### src/rtl/pipe_hazard_pkg.sv
// ============================================================================
// Module  : pipe_hazard_pkg
// Brief   : Shared types and constants for the pipeline hazard controller.
// Revision: 1.0 - initial release
// ============================================================================
`default_nettype none

package pipe_hazard_pkg;

  localparam int BR_EX    = 2;
  localparam int BR_MEM   = 3;
  // Shadow stages store rd at this fixed width so one struct serves any REG_ADDR_W.
  localparam int RD_W_MAX = 8;

  typedef enum logic [1:0] {
    FWD_RF  = 2'b00,
    FWD_WB  = 2'b01,
    FWD_MEM = 2'b10
  } fwd_sel_e;

  typedef struct packed {
    logic                valid;
    logic [RD_W_MAX-1:0] rd;
    logic                reg_write;
    logic                is_load;
  } stage_info_t;

endpackage

`default_nettype wire

### src/rtl/pipe_hazard_ctrl_if.sv
// ============================================================================
// Module  : pipe_hazard_ctrl_if
// Brief   : ID-stage decode info and redirect in, pipeline control out.
// Revision: 1.0 - initial release
// ============================================================================
`default_nettype none

interface pipe_hazard_ctrl_if #(
  parameter int REG_ADDR_W = 5,
  parameter int NUM_SRC    = 3,
  parameter int PERF_W     = 16
);
  logic                          id_valid;
  logic [NUM_SRC*REG_ADDR_W-1:0] id_src;
  logic [NUM_SRC-1:0]            id_src_used;
  logic [REG_ADDR_W-1:0]         id_rd;
  logic                          id_reg_write;
  logic                          id_is_load;
  logic                          id_jump;
  logic                          redirect;

  logic                          pc_en;
  logic                          ifid_en;
  logic                          ifid_flush;
  logic                          idex_bubble;
  logic                          exmem_bubble;
  logic [NUM_SRC*2-1:0]          fwd_sel;
  logic [PERF_W-1:0]             stall_cnt;
  logic [PERF_W-1:0]             flush_cnt;

  modport master (
    output id_valid, id_src, id_src_used, id_rd, id_reg_write, id_is_load,
           id_jump, redirect,
    input  pc_en, ifid_en, ifid_flush, idex_bubble, exmem_bubble, fwd_sel,
           stall_cnt, flush_cnt
  );

  modport slave (
    input  id_valid, id_src, id_src_used, id_rd, id_reg_write, id_is_load,
           id_jump, redirect,
    output pc_en, ifid_en, ifid_flush, idex_bubble, exmem_bubble, fwd_sel,
           stall_cnt, flush_cnt
  );
endinterface

`default_nettype wire

### src/rtl/pipe_fwd_cmp.sv
// ============================================================================
// Module  : pipe_fwd_cmp
// Brief   : Forward select for one EX source against the MEM and WB stages.
// Revision: 1.0 - initial release
// ============================================================================
`default_nettype none

module pipe_fwd_cmp
  import pipe_hazard_pkg::*;
#(
  parameter int REG_ADDR_W = 5
) (
  input  logic [REG_ADDR_W-1:0] src,
  input  logic                  used,
  input  stage_info_t           mem,
  input  stage_info_t           wb,
  output fwd_sel_e              sel
);

  logic [RD_W_MAX-1:0] w_src;
  logic                w_mem_hit;
  logic                w_wb_hit;

  assign w_src = RD_W_MAX'(src);

  // A load in MEM has no data yet; that case is covered by the load-use stall.
  assign w_mem_hit = mem.valid && mem.reg_write && !mem.is_load &&
                     (mem.rd != '0) && (mem.rd == w_src);
  assign w_wb_hit  = wb.valid && wb.reg_write &&
                     (wb.rd != '0) && (wb.rd == w_src);

  always_comb begin
    sel = FWD_RF;
    if (used) begin
      if (w_mem_hit)     sel = FWD_MEM;
      else if (w_wb_hit) sel = FWD_WB;
    end
  end

endmodule

`default_nettype wire

### src/rtl/pipe_hazard_ctrl.sv
// ============================================================================
// Module  : pipe_hazard_ctrl
// Brief   : Load-use stall, forwarding and redirect-kill control for a 5-stage
//           pipeline. Optional perf counters under PIPE_HAZARD_PERF_EN.
// Revision: 1.0 - initial release
// ============================================================================
`default_nettype none

module pipe_hazard_ctrl
  import pipe_hazard_pkg::*;
#(
  parameter int REG_ADDR_W = 5,
  parameter int NUM_SRC    = 3,
  parameter int BR_STAGE   = 3,
  parameter int PERF_W     = 16
) (
  input  logic               clk,
  input  logic               reset,
  pipe_hazard_ctrl_if.slave  hz
);

  localparam logic C_KILL_MEM = (BR_STAGE == BR_MEM);

  if ((BR_STAGE != BR_EX) && (BR_STAGE != BR_MEM)) begin : g_bad_br_stage
    $error("pipe_hazard_ctrl: BR_STAGE must be 2 (EX) or 3 (MEM)");
  end
  if (REG_ADDR_W > RD_W_MAX) begin : g_bad_addr_w
    $error("pipe_hazard_ctrl: REG_ADDR_W exceeds RD_W_MAX");
  end

  stage_info_t                   r_ex;
  stage_info_t                   r_mem;
  stage_info_t                   r_wb;
  logic [NUM_SRC*REG_ADDR_W-1:0] r_ex_src;
  logic [NUM_SRC-1:0]            r_ex_used;

  logic [NUM_SRC-1:0]            w_hit;
  logic                          w_load_use;
  fwd_sel_e                      w_sel [NUM_SRC];

  always_comb begin
    w_hit = '0;
    for (int i = 0; i < NUM_SRC; i++) begin
      w_hit[i] = hz.id_src_used[i] &&
                 (hz.id_src[i*REG_ADDR_W +: REG_ADDR_W] != '0) &&
                 (RD_W_MAX'(hz.id_src[i*REG_ADDR_W +: REG_ADDR_W]) == r_ex.rd);
    end
  end

  assign w_load_use = hz.id_valid && r_ex.valid && r_ex.is_load &&
                      r_ex.reg_write && (|w_hit);

  always_comb begin
    hz.pc_en        = 1'b1;
    hz.ifid_en      = 1'b1;
    hz.ifid_flush   = 1'b0;
    hz.idex_bubble  = 1'b0;
    hz.exmem_bubble = 1'b0;
    if (reset) begin
      hz.pc_en        = 1'b0;
      hz.ifid_en      = 1'b0;
      hz.ifid_flush   = 1'b1;
      hz.idex_bubble  = 1'b1;
      hz.exmem_bubble = 1'b1;
    end else if (hz.redirect) begin
      // Kill everything younger than the resolving branch, never the branch.
      hz.ifid_flush   = 1'b1;
      hz.idex_bubble  = 1'b1;
      hz.exmem_bubble = C_KILL_MEM;
    end else if (w_load_use) begin
      hz.pc_en        = 1'b0;
      hz.ifid_en      = 1'b0;
      hz.idex_bubble  = 1'b1;
    end else if (hz.id_jump) begin
      hz.ifid_flush   = 1'b1;
    end
  end

  for (genvar g = 0; g < NUM_SRC; g++) begin : g_fwd
    pipe_fwd_cmp #(
      .REG_ADDR_W (REG_ADDR_W)
    ) u_cmp (
      .src  (r_ex_src[g*REG_ADDR_W +: REG_ADDR_W]),
      .used (r_ex_used[g]),
      .mem  (r_mem),
      .wb   (r_wb),
      .sel  (w_sel[g])
    );
  end

  always_comb begin
    hz.fwd_sel = '0;
    for (int i = 0; i < NUM_SRC; i++) begin
      hz.fwd_sel[2*i +: 2] = reset ? 2'b00 : w_sel[i];
    end
  end

  always_ff @(posedge clk or posedge reset) begin
    if (reset) begin
      r_ex      <= '0;
      r_mem     <= '0;
      r_wb      <= '0;
      r_ex_src  <= '0;
      r_ex_used <= '0;
    end else begin
      if (hz.idex_bubble || !hz.id_valid) begin
        r_ex      <= '0;
        r_ex_src  <= '0;
        r_ex_used <= '0;
      end else begin
        r_ex.valid     <= 1'b1;
        r_ex.rd        <= RD_W_MAX'(hz.id_rd);
        r_ex.reg_write <= hz.id_reg_write;
        r_ex.is_load   <= hz.id_is_load;
        r_ex_src       <= hz.id_src;
        r_ex_used      <= hz.id_src_used;
      end
      r_mem <= hz.exmem_bubble ? '0 : r_ex;
      r_wb  <= r_mem;
    end
  end

`ifdef PIPE_HAZARD_PERF_EN
  logic [PERF_W-1:0] r_stall_cnt;
  logic [PERF_W-1:0] r_flush_cnt;

  always_ff @(posedge clk or posedge reset) begin
    if (reset) begin
      r_stall_cnt <= '0;
      r_flush_cnt <= '0;
    end else begin
      if (w_load_use && !hz.redirect && (r_stall_cnt != '1))
        r_stall_cnt <= r_stall_cnt + PERF_W'(1);
      if (hz.ifid_flush && (r_flush_cnt != '1))
        r_flush_cnt <= r_flush_cnt + PERF_W'(1);
    end
  end

  assign hz.stall_cnt = r_stall_cnt;
  assign hz.flush_cnt = r_flush_cnt;
`else
  assign hz.stall_cnt = '0;
  assign hz.flush_cnt = '0;
`endif

endmodule

`default_nettype wire

### src/flat_wrapper.sv
// flat-port wrapper written by rule: the top's interface ports become plain ports
module pipe_hazard_ctrl_flat import pipe_hazard_pkg::*;
#(
  parameter int REG_ADDR_W = 5,
  parameter int NUM_SRC    = 3,
  parameter int BR_STAGE   = 3,
  parameter int PERF_W     = 16
)
  (clk, reset, hz_id_valid, hz_id_src, hz_id_src_used, hz_id_rd, hz_id_reg_write, hz_id_is_load, hz_id_jump, hz_redirect, hz_pc_en, hz_ifid_en, hz_ifid_flush, hz_idex_bubble, hz_exmem_bubble, hz_fwd_sel, hz_stall_cnt, hz_flush_cnt);
  pipe_hazard_ctrl_if #(.REG_ADDR_W(REG_ADDR_W), .NUM_SRC(NUM_SRC), .PERF_W(PERF_W)) hz_i ();
  input  logic clk;
  input  logic reset;
  input wire logic [$bits(hz_i.id_valid)-1:0] hz_id_valid;
  input wire logic [$bits(hz_i.id_src)-1:0] hz_id_src;
  input wire logic [$bits(hz_i.id_src_used)-1:0] hz_id_src_used;
  input wire logic [$bits(hz_i.id_rd)-1:0] hz_id_rd;
  input wire logic [$bits(hz_i.id_reg_write)-1:0] hz_id_reg_write;
  input wire logic [$bits(hz_i.id_is_load)-1:0] hz_id_is_load;
  input wire logic [$bits(hz_i.id_jump)-1:0] hz_id_jump;
  input wire logic [$bits(hz_i.redirect)-1:0] hz_redirect;
  output wire logic [$bits(hz_i.pc_en)-1:0] hz_pc_en;
  output wire logic [$bits(hz_i.ifid_en)-1:0] hz_ifid_en;
  output wire logic [$bits(hz_i.ifid_flush)-1:0] hz_ifid_flush;
  output wire logic [$bits(hz_i.idex_bubble)-1:0] hz_idex_bubble;
  output wire logic [$bits(hz_i.exmem_bubble)-1:0] hz_exmem_bubble;
  output wire logic [$bits(hz_i.fwd_sel)-1:0] hz_fwd_sel;
  output wire logic [$bits(hz_i.stall_cnt)-1:0] hz_stall_cnt;
  output wire logic [$bits(hz_i.flush_cnt)-1:0] hz_flush_cnt;
  assign hz_i.id_valid = hz_id_valid;
  assign hz_i.id_src = hz_id_src;
  assign hz_i.id_src_used = hz_id_src_used;
  assign hz_i.id_rd = hz_id_rd;
  assign hz_i.id_reg_write = hz_id_reg_write;
  assign hz_i.id_is_load = hz_id_is_load;
  assign hz_i.id_jump = hz_id_jump;
  assign hz_i.redirect = hz_redirect;
  assign hz_pc_en = hz_i.pc_en;
  assign hz_ifid_en = hz_i.ifid_en;
  assign hz_ifid_flush = hz_i.ifid_flush;
  assign hz_idex_bubble = hz_i.idex_bubble;
  assign hz_exmem_bubble = hz_i.exmem_bubble;
  assign hz_fwd_sel = hz_i.fwd_sel;
  assign hz_stall_cnt = hz_i.stall_cnt;
  assign hz_flush_cnt = hz_i.flush_cnt;
  pipe_hazard_ctrl #(.REG_ADDR_W(REG_ADDR_W), .NUM_SRC(NUM_SRC), .BR_STAGE(BR_STAGE), .PERF_W(PERF_W)) u_core (.clk(clk), .reset(reset), .hz(hz_i));
endmodule
### config.mk
export PLATFORM = sky130hd
export DESIGN_NAME = pipe_hazard_ctrl_flat
export DESIGN_NICKNAME = d
export VERILOG_FILES = /design/src/rtl/pipe_hazard_pkg.sv /design/src/rtl/pipe_hazard_ctrl_if.sv /design/src/rtl/pipe_fwd_cmp.sv /design/src/rtl/pipe_hazard_ctrl.sv /design/src/flat_wrapper.sv
export SDC_FILE = /design/constraint.sdc
export NUM_CORES = 1
export LEC_CHECK = 0
export BUFFER_PORTS_ARGS = -buffer_cell sky130_fd_sc_hd__buf_4
export CAP_MARGIN = 20
export CORE_UTILIZATION = 25
export DETAILED_ROUTE_END_ITERATION = 10
export PLACE_DENSITY_LB_ADDON = 0.3
export SYNTH_ARGS = -nofsm -noshare
export SYNTH_HDL_FRONTEND = slang
export SYNTH_SLANG_ARGS = --single-unit
### constraint.sdc
create_clock -name clk -period 1.6 [get_ports clk]
set_input_delay 0.24 -clock clk [delete_from_list [all_inputs] [get_ports clk]]
set_output_delay 0.24 -clock clk [all_outputs]
set_load 0.1 [all_outputs]
### Yosys cells after proc, flatten, opt, wreduce, memory -nomap -nowiden

Index checks and enable logic that the tools add are counted.

* eq/ne operators: 9
* mux-type cells: 28
* reduce and logical (&&, ||, !) cells: 30

Operators with widths (count)
* 8-bit by 5-bit equality test with 1-bit output: 6
* 5-bit by 8-bit equality test with 1-bit output: 3
* 11-bit 2-to-1 mux: 2
* 1-bit logical AND: 21
* 2-bit 2-to-1 mux: 9
* 8-bit nonzero test: 2
* 1-bit 2-to-1 mux: 15
* 15-bit 2-to-1 mux: 1
* 5-bit nonzero test: 3
* 3-bit 2-to-1 mux: 1
* 3-bit OR reduction: 1
* 1-bit logical NOT: 2
* 1-bit logical OR: 1

* register bits: 50
* input bits: 30
* output and inout bits: 43
* word-level logic and storage cells: 80

### Depth between registers and ports, before layout

Gate-level depths: netlist of run 1.

* depth in word-level cells: 10
* depth in mapped cells: 6

### Modules after synthesis

Synthesis of run 1 repeated with hierarchy kept, for this count alone.

* cells, all modules: 238
* area, all modules: 2534.9 µm²

By module, submodules not included
* pipe_hazard_ctrl: instances 1, cells an instance 166, area each 1971.9 µm², seq. area each 1051.0 µm²
* pipe_fwd_cmp: instances 3, cells an instance 24, area each 187.7 µm², seq. area each 0.0 µm²

### Worst setup path after synthesis of run 1

Ideal clock, no wire load.

* kind: input port to output port
* start: in hz_id_src[11]
* end: out hz_pc_en
* arrival: 4854 ps
* data required time: 1360 ps
* path slack: -3494 ps
* stages: 5
* buffers on the path: 1
* cell sequence: or4_1 > a21oi_2 > nor3_1 > o41ai_1 > buf_4

* word-level cells in the longest chain between the ends: 8
* elaborated cells between the ends (all ways): 9

Ends and longest elaborated chain
* start, declared: RTL line flat_wrapper.sv:14 `input wire logic [$bits(hz_i.id_src)-1:0] hz_id_src;`
* 5-bit nonzero test: RTL line pipe_hazard_ctrl.sv:45 `(hz.id_src[i*REG_ADDR_W +: REG_ADDR_W] != '0) &&`
* 1-bit logical AND: RTL line pipe_hazard_ctrl.sv:44 `w_hit[i] = hz.id_src_used[i] &&`
* 1-bit logical AND (*): RTL line pipe_hazard_ctrl.sv:45
* 3-bit OR reduction (*): RTL line pipe_hazard_ctrl.sv:51 `r_ex.reg_write && (|w_hit);`
* 1-bit logical AND (*): RTL line pipe_hazard_ctrl.sv:51
* 1-bit 2-to-1 mux (*) (3 in a row)
* end, declared: RTL line flat_wrapper.sv:21 `output wire logic [$bits(hz_i.pc_en)-1:0] hz_pc_en;`

Every way passes the cells marked *; elsewhere a longest branch is shown, timed or not.

### Worst setup path in the final report of run 1

* start: reg u_core.r_mem[3] (netlist bit)
* end: out hz_fwd_sel[2]

* word-level cells in the longest chain between the ends: 6
* elaborated cells between the ends (all ways): 7

Ends and longest elaborated chain
* start, declared: RTL line pipe_hazard_ctrl.sv:32 `stage_info_t r_mem;`
* start signal, assigned: RTL line pipe_hazard_ctrl.sv:118 `r_mem <= hz.exmem_bubble ? '0 : r_ex;`
* 8-bit nonzero test: RTL line pipe_fwd_cmp.sv:28 `(mem.rd != '0) && (mem.rd == w_src);`
* 1-bit logical AND: RTL line pipe_fwd_cmp.sv:27 `assign w_mem_hit = mem.valid && mem.reg_write && !mem.is_load &&`
* 1-bit logical AND (*): RTL line pipe_fwd_cmp.sv:28
* 2-bit 2-to-1 mux (*): RTL line pipe_fwd_cmp.sv:35 `if (w_mem_hit) sel = FWD_MEM;`
* 2-bit 2-to-1 mux (*): RTL line pipe_fwd_cmp.sv:34 `if (used) begin`
* 2-bit 2-to-1 mux (*): RTL line pipe_hazard_ctrl.sv:94 `hz.fwd_sel[2*i +: 2] = reset ? 2'b00 : w_sel[i];`
* end, declared: RTL line flat_wrapper.sv:26 `output wire logic [$bits(hz_i.fwd_sel)-1:0] hz_fwd_sel;`

Marks and branches as above.

==> summary.md, run 1 <==
| Metric | Value |
|---|---|
| Tot GR Track Use | 0.132 |
| Commonest non-fill, non-tap cells in the layout | 95 x buf_4, 35 x dfrtp_1, 32 x conb_1, 31 x xnor2_1, 23 x buf_6 |
| Final cycle utilization of the critical path | 1.49 |
| Final WS setup | -0.777 ns |
| Htree depth | 2 |
| Seq/Total Area, Yosys | 0.420 |
| Grt total ovfl | 0 |
| Later-pin clock latency in the skew report | 0.29 ns |
| CORE AREA | 0.00933 sq mm |
| Status | complete, but fails checks |
| DRT antenna net count | 0 |
| First DRT Iteration DRCs | 27 |
| Unrepaired setup endpoints after global routing | yes |
| Die Footprint | 0.0102 sq mm |
| Setup_tns | -13.85 ns |
| Fill cells | 829 |
| Area of the mapped netlist | 0.00244 sq mm |
| Synth Area per Inst | 11.5 sq um |
| Max Cap Viol | 0 |
| Vias in the first global route | 2,026 |
| Initial antenna violation count | 0 |
| Failing checks | negative setup slack |
| Max-slew violations | 0 |
| Pwr dens | 598 mW/mm^2 |
| Required time worst endpoint | 1.36 ns |
| Final nets | 373 |
| GP Congestion | 0.747 |
| Final Hold Viols | 0 |
| Max Fclk | 0.421 GHz |
| Crit path DAT | 2.14 ns |
| WL final | 6730 microns |
| Initial Util | 0.262 |
| Seq cells post-synth | 41 |
| Netlist cell types | 29 |
| I/O pin total | 73 |
| DRC viols | 0 |
| Die height | 101 microns |
| Crit-path max FO | 2 |
| Ant diodes | 0 |
| Clock slew at reported path FFs | 0.08 ns |
| CTS Root Cell | clkbuf_8 |
| Worst Clk Skew | 0.00421 ns |
| P_leak | 1.90 nW |
| Row Count | 35 |
| Yosys top cell area share | 0.420 |
| CTS Buffer Depth | 2 |
| Layout cells sized above 1 | 0.599 |
| Detailed placer's ending HPWL | 4690 microns |
| Measured slew at the worst slew-check pin | 0.499 ns |
| First-pass GRT wire length | 10,200 microns |
| Area grow syn2layout | 76.2% |
| Max-slew headroom | 0.663 |
| Synth area leader | dfrtp_1 |
| Vias post-DR | 1,957 |
| CP Launch Type | register |
| Pre-CTS setup slack | -0.536 ns |
| Largest net degree at the start of global routing | 18 |
| Synth Instances | 212 |
| Most common cell after layout, fill and taps aside | buf_4 |
| Hold/Removal Path Class | in -> async |
| # port buffers | 40 |
| WS Path Type | reg -> out |
| Die X | 101 microns |
| VDD IR max | 0.000263 V |
| Yosys Warn Count | 0 |
| Fin crit period | 2.38 ns |
| Initial DRT Pass Iterations | 4 |
| Final setup fails | 36 |
| Clk sinks | 41 |
| Via density | 4.14 |
| Cts bufs inserted | 5 |
| Critical path capture point type | primary output |
| Top cells by area, synth | dfrtp_1 42%, xnor2_1 13%, nor4b_2 10% |
| Drt wl/cell | 14.2 microns |
| CTS tree | done |
cells in the mapped netlist:
cell type  count
buf_4         33
nand4_1        6
o2111ai_1      1
nor3_1         2
xor2_1         6
buf_6          2
clkbuf_1       1
and4_1         1
and3_1         3
a211oi_1       2
nor4b_1        6
nor2_1         4
xnor2_1       36
o311ai_4       1
dfrtp_1       41
nor4b_2       17
o41ai_1        4
nand3_1        6
nor4_1         6
or4_1          4
a21oi_2        1
inv_1          4
and2_1         8
and2_2         1
nand2_1        6
nor4b_4        2
buf_2          6
o211ai_1       1
conb_1         1
per-layer routing:
metal  global-route usage  up-vias  share of wire
li1                     -      944              -
met1                0.161      941           0.40
met5                    0        -              0
met2                0.241       64           0.55
met4               0.0279        0          0.011
met3               0.0243        8          0.036
worst max-delay path, cell delays in order (launching register included):
cell and delay (ns):
dfrtp_1 0.38, or4_4 0.55, o2111ai_4 0.27, buf_6 0.17
nor4_4 0.04, nor4_4 0.16, buf_6 0.26
per-stage QoR:
| stage | area, sq um | total power, W | hold slack (ns) | util | instances |
|---|---|---|---|---|---|
| finish | 4300 | 0.00257 | 0.129 | 0.461 | 473 |
| global placement | 3450 | 0.00180 | 0.439 | 0.370 | 437 |
| detailed placement | 3450 | 0.00181 | 0.429 | 0.370 | 437 |
| floorplan | 2740 | 0.00169 | 0.255 | - | 243 |
| CTS | 3980 | 0.00254 | 0.130 | 0.426 | 462 |
| global route | 4300 | 0.00268 | 0.134 | 0.461 | 473 |
sequential cells by signal (all words and copies together) (netlist names):
register	cells
u_core.r_ex	8
u_core.r_ex_src	15
u_core.r_ex_used	3
u_core.r_mem	8
u_core.r_wb	7
cell type report:
class | instances | area (sq um) | share of cell area
timing repair buffer | 135 | 1320 | 0.306
multi-input combinational | 156 | 1680 | 0.390
clock buffer | 5 | 68.8 | 0.0160
sequential | 41 | 1030 | 0.240
tap | 129 | 161 | 0.0375
inverter | 4 | 18.8 | 0.00436
clock inverter | 3 | 25.0 | 0.00582
final timing paths:
check / start / end / slack (ns) / cells after the start
min in group clk: hz_id_rd[0] / u_core.r_ex[2] / 0.21 / 2
max in group asynchronous: reset / u_core.r_mem[2] / 1.15 / 4
worst min register to register: u_core.r_mem[1] / u_core.r_wb[1] / 0.44 / 0
worst max register to register: u_core.r_ex[3] / u_core.r_ex_src[5] / -0.32 / 8
worst max-delay path: u_core.r_mem[3] / hz_fwd_sel[2] / -0.78 / 6
worst min-delay path: reset / u_core.r_ex_used[2] / 0.13 / 3
power breakdown:
group | total [W] | internal (W) | switching [W] | leakage (nW)
Combinational | 0.000807 | 0.000257 | 0.000550 | 1.30
Clock | 0.000684 | 0.000314 | 0.000370 | 0.0447
Sequential | 0.00108 | 0.00106 | 0.0000215 | 0.555
logic make-up after synthesis:
| group | after synthesis | synth area share |
|---|---|---|
| XOR/XNOR | 42 | 0.151 |
| other | 1 | 0.00154 |
| buffers and inverters | 46 | 0.131 |
| AO/OA/AOI/OAI | 10 | 0.0415 |
| flip-flops | 41 | 0.420 |
| AND/OR/NAND/NOR | 72 | 0.255 |
what timing repair did:
| item | 4_1_cts | 5_1_grt |
|---|---|---|
| hold buffers | 0 | 0 |
| gates resized for setup | 63 | 30 |
| setup endpoints to repair | 36 | 36 |
| pin swaps | 14 | 33 |
| setup buffers | 16 | 11 |
| cloned | 2 | 1 |
(Power assumes the default switching activity.)
==> run 2: changes to the inputs <==
--- a/config.mk
+++ b/config.mk
@@ -7,6 +7,7 @@
 export LEC_CHECK = 0
 export BUFFER_PORTS_ARGS = -buffer_cell sky130_fd_sc_hd__buf_4
 export CAP_MARGIN = 20
+export CORE_ASPECT_RATIO = 0.6
 export CORE_UTILIZATION = 25
 export DETAILED_ROUTE_END_ITERATION = 10
 export PLACE_DENSITY_LB_ADDON = 0.3
==> run 2 against run 1 <==
Compared with the run above:
- the run still ends with negative setup slack left
- clock power is 41% higher
- worst setup slack better by 0.071 ns
- sequential share of layout area is 0.57 points higher
- final area is 2.3% lower
- utilization is 1.1 points lower
- die area is 0.12% higher
- non-clock buffer count is 10 lower
- cell count is 1.9% lower
- total power is 10% higher
- wire length is 11% higher
- register-to-register slack better by 0.02 ns
- critical path type unchanged
==> summary.md, run 2 (synthesized netlist as in run 1, its figures left out) <==
| Metric | Value |
|---|---|
| Status | complete, but fails checks |
| Failing checks | negative setup slack |
| Vias post-DR | 1,928 |
| Cts bufs inserted | 5 |
| CORE AREA | 0.00932 sq mm |
| CP bufs+invs | 2 |
| Clk sinks | 41 |
| Final WS setup | -0.706 ns |
| Measured slew at the worst slew-check pin | 0.587 ns |
| Vias in the first global route | 1,954 |
| CP top delay family | simple AND/OR/NAND/NOR gates |
| Fin crit period | 2.31 ns |
| Crit-path cells | or4_4, o2111ai_4, buf_4, nor4_4, nor4_4, buf_6 |
| Clock group share of total power | 0.339 |
| Via density | 4.16 |
| Initial Util | 0.262 |
| Regs by FF count | u_core.r_ex_src x15, u_core.r_ex x8, u_core.r_mem x8 |
| Crit-path max FO | 2 |
| Clock slew at reported path FFs | 0.05 ns |
| Max Fclk | 0.434 GHz |
| Die height | 78.5 microns |
| Unrepaired setup endpoints after global routing | yes |
| Most common cell after layout, fill and taps aside | buf_4 |
| Slowest cell on the critical path | or4_4 |
| Sw frac | 0.340 |
| Grt total ovfl | 0 |
| Required time worst endpoint | 1.36 ns |
| Htree depth | 2 |
| Final setup fails | 36 |
| Critical path capture point type | primary output |
| Most frequent CP cell | nor4_4 |
| Initial DRT Pass Iterations | 4 |
| Drt wl/cell | 16.1 microns |
| CP Launch Type | register |
| Final Hold Viols | 0 |
| Later-pin clock latency in the skew report | 0.28 ns |
| Crit path DAT | 2.07 ns |
| Max-slew headroom | 0.603 |
| DRC viols | 0 |
| DRT antenna net count | 0 |
| Initial antenna violation count | 0 |
| Worst Clk Skew | 0.00600 ns |
| P_int | 0.00187 W |
| Largest net degree at the start of global routing | 21 |
| Psw | 0.000965 W |
| First DRT Iteration DRCs | 52 |
| Die Footprint | 0.0102 sq mm |
| Area grow syn2layout | 72.1% |
| WL final | 7470 microns |
| Layout cells sized above 1 | 0.587 |
| Max Cap Viol | 0 |
| Tot GR Track Use | 0.147 |
| Final cycle utilization of the critical path | 1.44 |
| VDD IR max | 0.000332 V |
| CTS tree | done |
| WS Path Type | reg -> out |
| Commonest non-fill, non-tap cells in the layout | 94 x buf_4, 35 x dfrtp_1, 32 x conb_1, 29 x xnor2_1, 16 x buf_6 |
| I/O pin total | 73 |
| CTS Root Cell | clkbuf_16 |
| Die X | 130 microns |
| Largest stage delay, worst path | 0.55 ns |
| Final nets | 363 |
| Max reg flops | 15 |
| CTS Buffer Depth | 2 |
| First-pass GRT wire length | 11,000 microns |
| Hold/Removal Path Class | in -> async |
| # port buffers | 40 |
| Row Count | 27 |
| Pwr dens | 675 mW/mm^2 |
| Final core occ | 0.450 |
| Pre-CTS setup slack | -0.617 ns |
| Detailed placer's ending HPWL | 5250 microns |
| Top reg by flops | u_core.r_ex_src |
| Combinational share of power | 0.279 |
| Sequential share of power | 0.381 |
| GP Congestion | 0.784 |
| Ant diodes | 0 |
| P_leak | 1.86 nW |
| Max-slew violations | 0 |
[run 2: metrics by stage]
stage | total power (W) | hold WS [ns] | instances | cell area [sq um] | setup TNS [ns]
2_1_floorplan | 0.00169 | 0.255 | 243 | 2740 | -7.73
5_1_grt | 0.00296 | 0.169 | 464 | 4200 | -15.30
3_5_place_dp | 0.00181 | 0.222 | 433 | 3390 | -13.37
6_report | 0.00284 | 0.148 | 464 | 4200 | -13.46
4_1_cts | 0.00281 | 0.137 | 458 | 3910 | -9.84
3_3_place_gp | 0.00180 | 0.230 | 433 | 3390 | -12.68
[run 2: layout make-up]
type | count | area [sq um]
inverters | 4 | 18.8
fillers | 851 | 5120
well taps | 130 | 163
clock buffers | 5 | 125
repair buffers | 125 | 1200
flip-flops and latches | 41 | 1030
clock inverters | 3 | 17.5
multi-input cells | 156 | 1640
[run 2: final timing paths]
kind	start	to	cells past startpoint	slack [ns]
min	reset	u_core.r_mem[3]	3	0.15
max in group asynchronous	reset	u_core.r_mem[0]	3	0.94
max	u_core.r_mem[3]	hz_fwd_sel[4]	6	-0.71
max reg2reg	u_core.r_ex[3]	u_core.r_ex_src[11]	7	-0.30
min in group clk	hz_id_rd[0]	u_core.r_ex[2]	2	0.21
min reg2reg	u_core.r_mem[1]	u_core.r_wb[1]	0	0.45
[run 2: power by group through the flow]
stage               clock network, W  logic [W]  registers [W]
floorplan                          0   0.000592        0.00109
global placement                   0   0.000706        0.00110
detailed placement                 0   0.000710        0.00110
CTS                         0.000978   0.000752        0.00108
global route                 0.00105   0.000826        0.00108
finish                      0.000962   0.000792        0.00108
[run 2: worst register-to-register path: stages, from the launching register on]
cell	delay, ns
dfrtp_2	0.45
xnor2_1	0.22
nand4_1	0.22
buf_4	0.22
o311ai_4	0.26
buf_6	0.18
clkbuf_16	0.16
nor4b_4	0.05
[run 2: metal layers]
layer | track usage | wire [microns]
met5 | 0 | 0
met1 | 0.228 | 3740
met4 | 0.0209 | 14
met2 | 0.211 | 3460
met3 | 0.0293 | 266
[run 2: what timing repair did]
action	in CTS	in global routing
gates cloned	2	2
pin swaps	11	14
hold endpoints to repair	1	0
setup endpoints to repair	36	36
setup buffers	14	6
gates resized for setup	49	33
hold buffers	1	0
